--- src/rtl/seq_detect_mealy.sv ---
// rtl/seq_detect_mealy.sv - serial PAT_W-bit pattern detector with Mealy match output
// Optional saturating match counter enabled by defining SEQ_DET_MATCH_CNT_EN.
module seq_detect_mealy #(
   parameter int               PAT_W       = 3,
   parameter logic [PAT_W-1:0] DEF_PATTERN = 3'b111,
   parameter logic             DEF_OVERLAP = 1'b0,
   parameter int               CNT_W       = 8
) (
   input  logic             clk,
   input  logic             rst,
   input  logic             in_valid,
   input  logic             in_bit,
   input  logic             cfg_we,
   input  logic [PAT_W-1:0] cfg_pattern,
   input  logic             cfg_overlap,
   output logic             match,
   output logic             match_q,
   output logic             armed
`ifdef SEQ_DET_MATCH_CNT_EN
   ,
   output logic [CNT_W-1:0] match_cnt
`endif
);

   localparam int               FILL_W = (PAT_W > 2) ? $clog2(PAT_W) : 1;
   localparam logic [FILL_W-1:0] FULL  = FILL_W'(PAT_W - 1);

   typedef enum logic {FILL, ARMED} state_t;

   generate
      if (PAT_W < 2 || CNT_W < 1) begin : g_bad_param
         $error("seq_detect_mealy: PAT_W must be >= 2 and CNT_W >= 1");
      end
   endgenerate

   state_t             state_q, state_d;
   logic [PAT_W-2:0]   hist_q, hist_d;
   logic [FILL_W-1:0]  fill_q, fill_d;
   logic [PAT_W-1:0]   pattern_q, pattern_d;
   logic               overlap_q, overlap_d;
   logic [PAT_W-1:0]   window;
   logic               accept;

   // match is formed only from registered state plus the live input bit
   always_comb begin
      accept    = in_valid & ~cfg_we & ~rst;
      window    = {hist_q, in_bit};
      match     = accept & (state_q == ARMED) & (window == pattern_q);
      armed     = (state_q == ARMED) & ~rst;
      hist_d    = hist_q;
      fill_d    = fill_q;
      pattern_d = pattern_q;
      overlap_d = overlap_q;
      if (cfg_we) begin
         pattern_d = cfg_pattern;
         overlap_d = cfg_overlap;
         hist_d    = '0;
         fill_d    = '0;
      end else if (in_valid) begin
         if (match && !overlap_q) begin
            hist_d = '0;
            fill_d = '0;
         end else begin
            hist_d = window[PAT_W-2:0];
            fill_d = (fill_q == FULL) ? FULL : fill_q + 1'b1;
         end
      end
      state_d = (fill_d == FULL) ? ARMED : FILL;
   end

   always_ff @(posedge clk) begin
      if (rst) begin
         state_q   <= FILL;
         hist_q    <= '0;
         fill_q    <= '0;
         pattern_q <= DEF_PATTERN;
         overlap_q <= DEF_OVERLAP;
         match_q   <= 1'b0;
      end else begin
         state_q   <= state_d;
         hist_q    <= hist_d;
         fill_q    <= fill_d;
         pattern_q <= pattern_d;
         overlap_q <= overlap_d;
         match_q   <= match;
      end
   end

`ifdef SEQ_DET_MATCH_CNT_EN
   logic [CNT_W-1:0] cnt_q;

   always_ff @(posedge clk) begin
      if (rst || cfg_we) begin
         cnt_q <= '0;
      end else if (match && (cnt_q != {CNT_W{1'b1}})) begin
         cnt_q <= cnt_q + 1'b1;
      end
   end

   assign match_cnt = cnt_q;
`endif

endmodule
--- config.mk ---
export PLATFORM = sky130hd
export DESIGN_NAME = seq_detect_mealy
export DESIGN_NICKNAME = d
export VERILOG_FILES = /design/src/rtl/seq_detect_mealy.sv
export SDC_FILE = /design/constraint.sdc
export NUM_CORES = 1
export LEC_CHECK = 0
export ABC_AREA = 1
export BUFFER_PORTS_ARGS = -buffer_cell sky130_fd_sc_hd__buf_2
export CAP_MARGIN = 20
export CORE_AREA = 2 2 39 41
export DETAILED_ROUTE_END_ITERATION = 16
export DIE_AREA = 0 0 41 43
export MAX_ROUTING_LAYER = met4
export PLACE_DENSITY = 0.63
export SYNTH_ARGS = -nofsm -noshare
export SYNTH_HDL_FRONTEND = slang
export SYNTH_SLANG_ARGS = --single-unit
--- constraint.sdc ---
create_clock -name clk -period 1.62 [get_ports clk]
set_input_delay 0.405 -clock clk [delete_from_list [all_inputs] [get_ports clk]]
set_output_delay 0.405 -clock clk [all_outputs]
set_load 0.01 [all_outputs]
# After elaboration in Yosys (flattened, before gate mapping)
# Index checks and enable logic that the tools add are counted.
# totals
ff_bits,10
latchBits,0
mem_bits_rw,0
rom_bits,0
output_inout_bits,3
elab_cells,26
mem_count,0
# classes
add_sub_neg,1
n_mul,0
div_mod_pow,0
order_cmp,0
n_eq_ne,3
shifts,0
n_mux,6
bitwise,7
reduce_logical,3
# op_table
cell,n
2-bit 2-to-1 mux,5
1-bit AND,5
"2-bit equality test, second input constant",2
3-bit equality test,1
"2-bit by 1-bit adder with 2-bit output, second input constant",1
1-bit inverter,2
2-bit OR reduction,1
1-bit logical AND,1
1-bit logical NOT,1
1-bit 2-to-1 mux,1

# Depth between registers and ports, before layout
# logic_depth
word_depth,11
mapped_depth,9
ltp_nobuf,9

# Worst setup path before layout
# Ideal clock, no wire load.
# synth_path
kind,input to output
start,in cfg_we
end,out match
arrival_time_ns,1.178
required_ns,1.215
path_slack_ns,0.037
stages,4
path_buffers,1
path_cell_list,buf_6 -> nor2_4 -> nand2_2 -> nor4_1
# synth_via
elab_chain_cells,5
# synth_lines
element,line_no,text
"start, declared",13,"input logic cfg_we,"
1-bit inverter,46,accept = in_valid & ~cfg_we & ~rst;
1-bit AND (2 in a row),46,
1-bit AND (2 in a row),48,match = accept & (state_q == ARMED) & (window == pattern_q);
"end, declared",16,"output logic match,"
# Every way passes these cells.

# Final worst setup path
# layout_path
start,reg hist_q[0]
end,out match
# layout_via
elab_chain_cells,2
# layout_lines
element,line_no,text
"start, declared",37,"logic [PAT_W-2:0] hist_q, hist_d;"
"start signal, assigned",81,hist_q <= hist_d;
3-bit equality test,48,
1-bit AND,48,
# Every way passes these cells.

==> results.txt <==
* Result of the run: finished clean
- The pre-antenna-repair detailed-routing pass consisted of 3 iterations.
* Mapped Avg Cell Area: 7.07 µm²
- From left edge to right edge, the die measures 41 µm.
- Relative slew margins: 0.843
- Along the worst path, the maximum fanout reaches 3.
- Area of the mapped netlist: 488 µm²
- Fraction of power consumed by the clock network: 0.328
- TritonCTS clock tree: built
- Part of the cycle the worst path needs: 0.984
- The first global-routing pass estimated 1460 µm of wire.
- Chip height: 43 µm
* Number of placement rows: 14
- After synthesis the netlist holds a flip-flop and latch count of 10.
- Reg clk slew, reported paths: 60 ps
* Min-delay worst type: in2reg
- Core area: 1380 µm²
- Once layout is complete, the cells apart from fillers number 106.
- Max-cap violations in this run came to 0.
* Placement Cell Area: 582 µm²
- For the final database, setup skew stands at 2.72 ps.
- For this run, the register share of the synthesized area comes to 0.410.
- Counting both buffers and inverters, the worst setup path holds a total of 2.
- Net count of the finished layout: 102
- On the worst path, the slowest cell contributes a delay of 350 ps.
* Final Hold Viols: 0
- Buffers added on ports: 11
- After technology mapping, the gate count stands at 69.
* Register-to-Register Setup Slack: 400 ps
- The routed design could run at a clock period as short as 1590 ps.
- Cells traversed along the worst timing path: inv_2, nand2_1, nand2_2, nor4_4, buf_2
- The worst setup path is captured at an output port.
- Cell family with the largest share of critical-path delay: simple AND/OR/NAND/NOR gates
- The area growth from synthesis to layout is 35.9%.
- Counting every sink on the clock net gives 10.
- DP HPWL: 738 µm
* Critical Path Start Type: flop
* IR Drop Worst-Case VDD: 0.000313 V
- Number of nets produced by synthesis: 79
- Yosys cell types: 14
- Antenna Cells: 0
- After routing the design area is 663 µm².
* Antenna violations before repair: 0
- For this configuration, the core starts out at a cell density of 0.353.
* Data required time at the worst endpoint: 1210 ps
- The analysis attributes to net switching a power of 126 µW.
- Routed wire length per instance: 9.37 µm
- For this design the static power due to leakage is 0.000348 µW.
* Final RePlAce weighted congestion: 0.664
- Top-Level Pins: 12
- Number of violations reported at the end of detailed-routing iteration 0: 7
- In the global route stage, overall resource usage came out at 0.129.
* Crit Path Category: reg2out
- Of the cells placed in the final design, the portion with a size suffix greater than 1 is 0.422.
- CTS Buf Count: 3
- Number of buffers between clock root and the deepest sink: 2
- Total power per unit cell area: 756 nW/µm²
* Vias per cell: 4.43
- For this run, the number of Yosys warnings is 0.
- Unrepaired setup endpoints after global routing: yes
- Clock latency reported for the late side of the worst-skew pair: 260 ps
- The share of total power dissipated in combinational logic is 0.149.
- Hold-fix buffer count after cts: 0
* Hold_ws: 358 ps
* Total internal power: 375 µW
* CTS Root Cell: clkbuf_4
- Of the total power, registers draw 0.523.
* Worst-margin pin slew: 233 ps
- After detailed routing, the number of remaining DRC violations is 0.
- Vias in the first global route: 398
- Routed Antenna Nets: 0
- The die covers 1760 µm².
- Via total after detailed routing: 470
- Post-detailed-routing wire length: 993 µm
- Final Max Slew Viols: 0
* Design Power: 501 µW
* Net switching share of the total power: 0.252
- The filler cells instantiated in the layout total 139.
- H-tree lvl count: 1
- Derived from the worst setup path, the maximum achievable clock frequency is 627 MHz.
- Setup violators final: 0
* Critical-path cell with the highest stage delay: dfxtp_2
- Inst Count DP: 99
- Worst Path Arrival: 1190 ps
- Global-route congestion overflow total: 0
- Entering global routing, the biggest net connects 9 pins.
-- power by group through the flow --
| stage | Clock, µW | Combinational (µW) | Sequential [µW] |
|---|---|---|---|
| final | 164 | 74.8 | 262 |
| after global routing | 187 | 83.5 | 263 |
| after CTS | 172 | 67.0 | 261 |
| after detailed placement | 0 | 65.5 | 267 |
| after global placement | 0 | 64.1 | 267 |
| after floorplan | 0 | 38.9 | 266 |
-- cell usage after synthesis --
library cell,number,share of area
o21ai_0,5,0.051
a21boi_0,1,0.015
buf_6,1,0.023
nand2_1,19,0.15
nor4_1,2,0.026
nor2_1,4,0.031
nor2_4,1,0.023
a21oi_1,6,0.062
nand2_2,1,0.013
nand3_2,2,0.041
dfxtp_1,10,0.41
ha_1,1,0.026
inv_1,14,0.11
nor2_2,2,0.026
-- layer usage --
| metal | up-vias | routed length [µm] | GRT usage |
|---|---|---|---|
| li1 | 256 | - | - |
| met1 | 204 | 449 | 0.140 |
| met2 | 8 | 488 | 0.191 |
| met3 | 2 | 45 | 0.0471 |
| met4 | 0 | 9 | 0.0800 |
| met5 | - | 0 | - |
-- final timing paths --
kind,from,to,depth (start not counted)
min,cfg_pattern[0],pattern_q[0],3
max,hist_q[0],match,5
max reg2reg,pattern_q[1],state_q,10
min reg2reg,pattern_q[1],pattern_q[1],2
-- registers in the layout, summed over array words and instances, names as in the netlist --
register,cells
state_q,1
hist_q,2
fill_q,2
pattern_q,3
match_q,1
overlap_q,1
-- timing repair --
action	4_1_cts	5_1_grt
endpoints found under the setup margin	1	1
gates resized for setup	2	9
setup buffers	0	4
pin swaps	0	4
endpoints found under the hold margin	0	0
-- per-stage QoR --
stage / TNS [ps] / util / worst slack (ps)
6_report: 0 / 0.479 / 25.8
3_3_place_gp: 0 / 0.420 / 92.3
2_1_floorplan: 0 / - / 37.1
4_1_cts: 0 / 0.442 / 0.404
3_5_place_dp: 0 / 0.420 / 38.8
5_1_grt: -85.3 / 0.479 / -85.3
-- cells by family after synthesis --
kind of cell,share of synthesized area
adders and majority gates,0.0256
and+or+nand+nor,0.305
AOI/OAI and AO/OA,0.128
buffers and inverters,0.131
DFF,0.410
-- layout by cell type, fill, tap and decap left out --
cell type and count:
a21boi_0 1, nand3_2 2, nand2_1 15, a21oi_1 6, nor2_1 4, inv_2 2, nand2_2 5, dfxtp_2 3
ha_1 1, nor4_1 1, inv_1 12, o21ai_0 5, dfxtp_1 7, nor2_2 2, buf_4 8, buf_2 11
nor2_4 1, nor4_4 1, clkbuf_4 3
-- worst min-delay path, stage by stage --
cell	delay, ps
buf_2	70
a21oi_1	50
o21ai_0	60
-- cell type report --
class                           count  area, µm²  share of cell area
Tap cell                           16       20.0              0.0302
Sequential cell                    10        204               0.308
Inverter                           14       52.6              0.0792
Timing Repair Buffer               19        115               0.174
Multi-Input combinational cell     44        249               0.375
Clock buffer                        3       22.5              0.0340
Power figures use the tool's default switching activity.
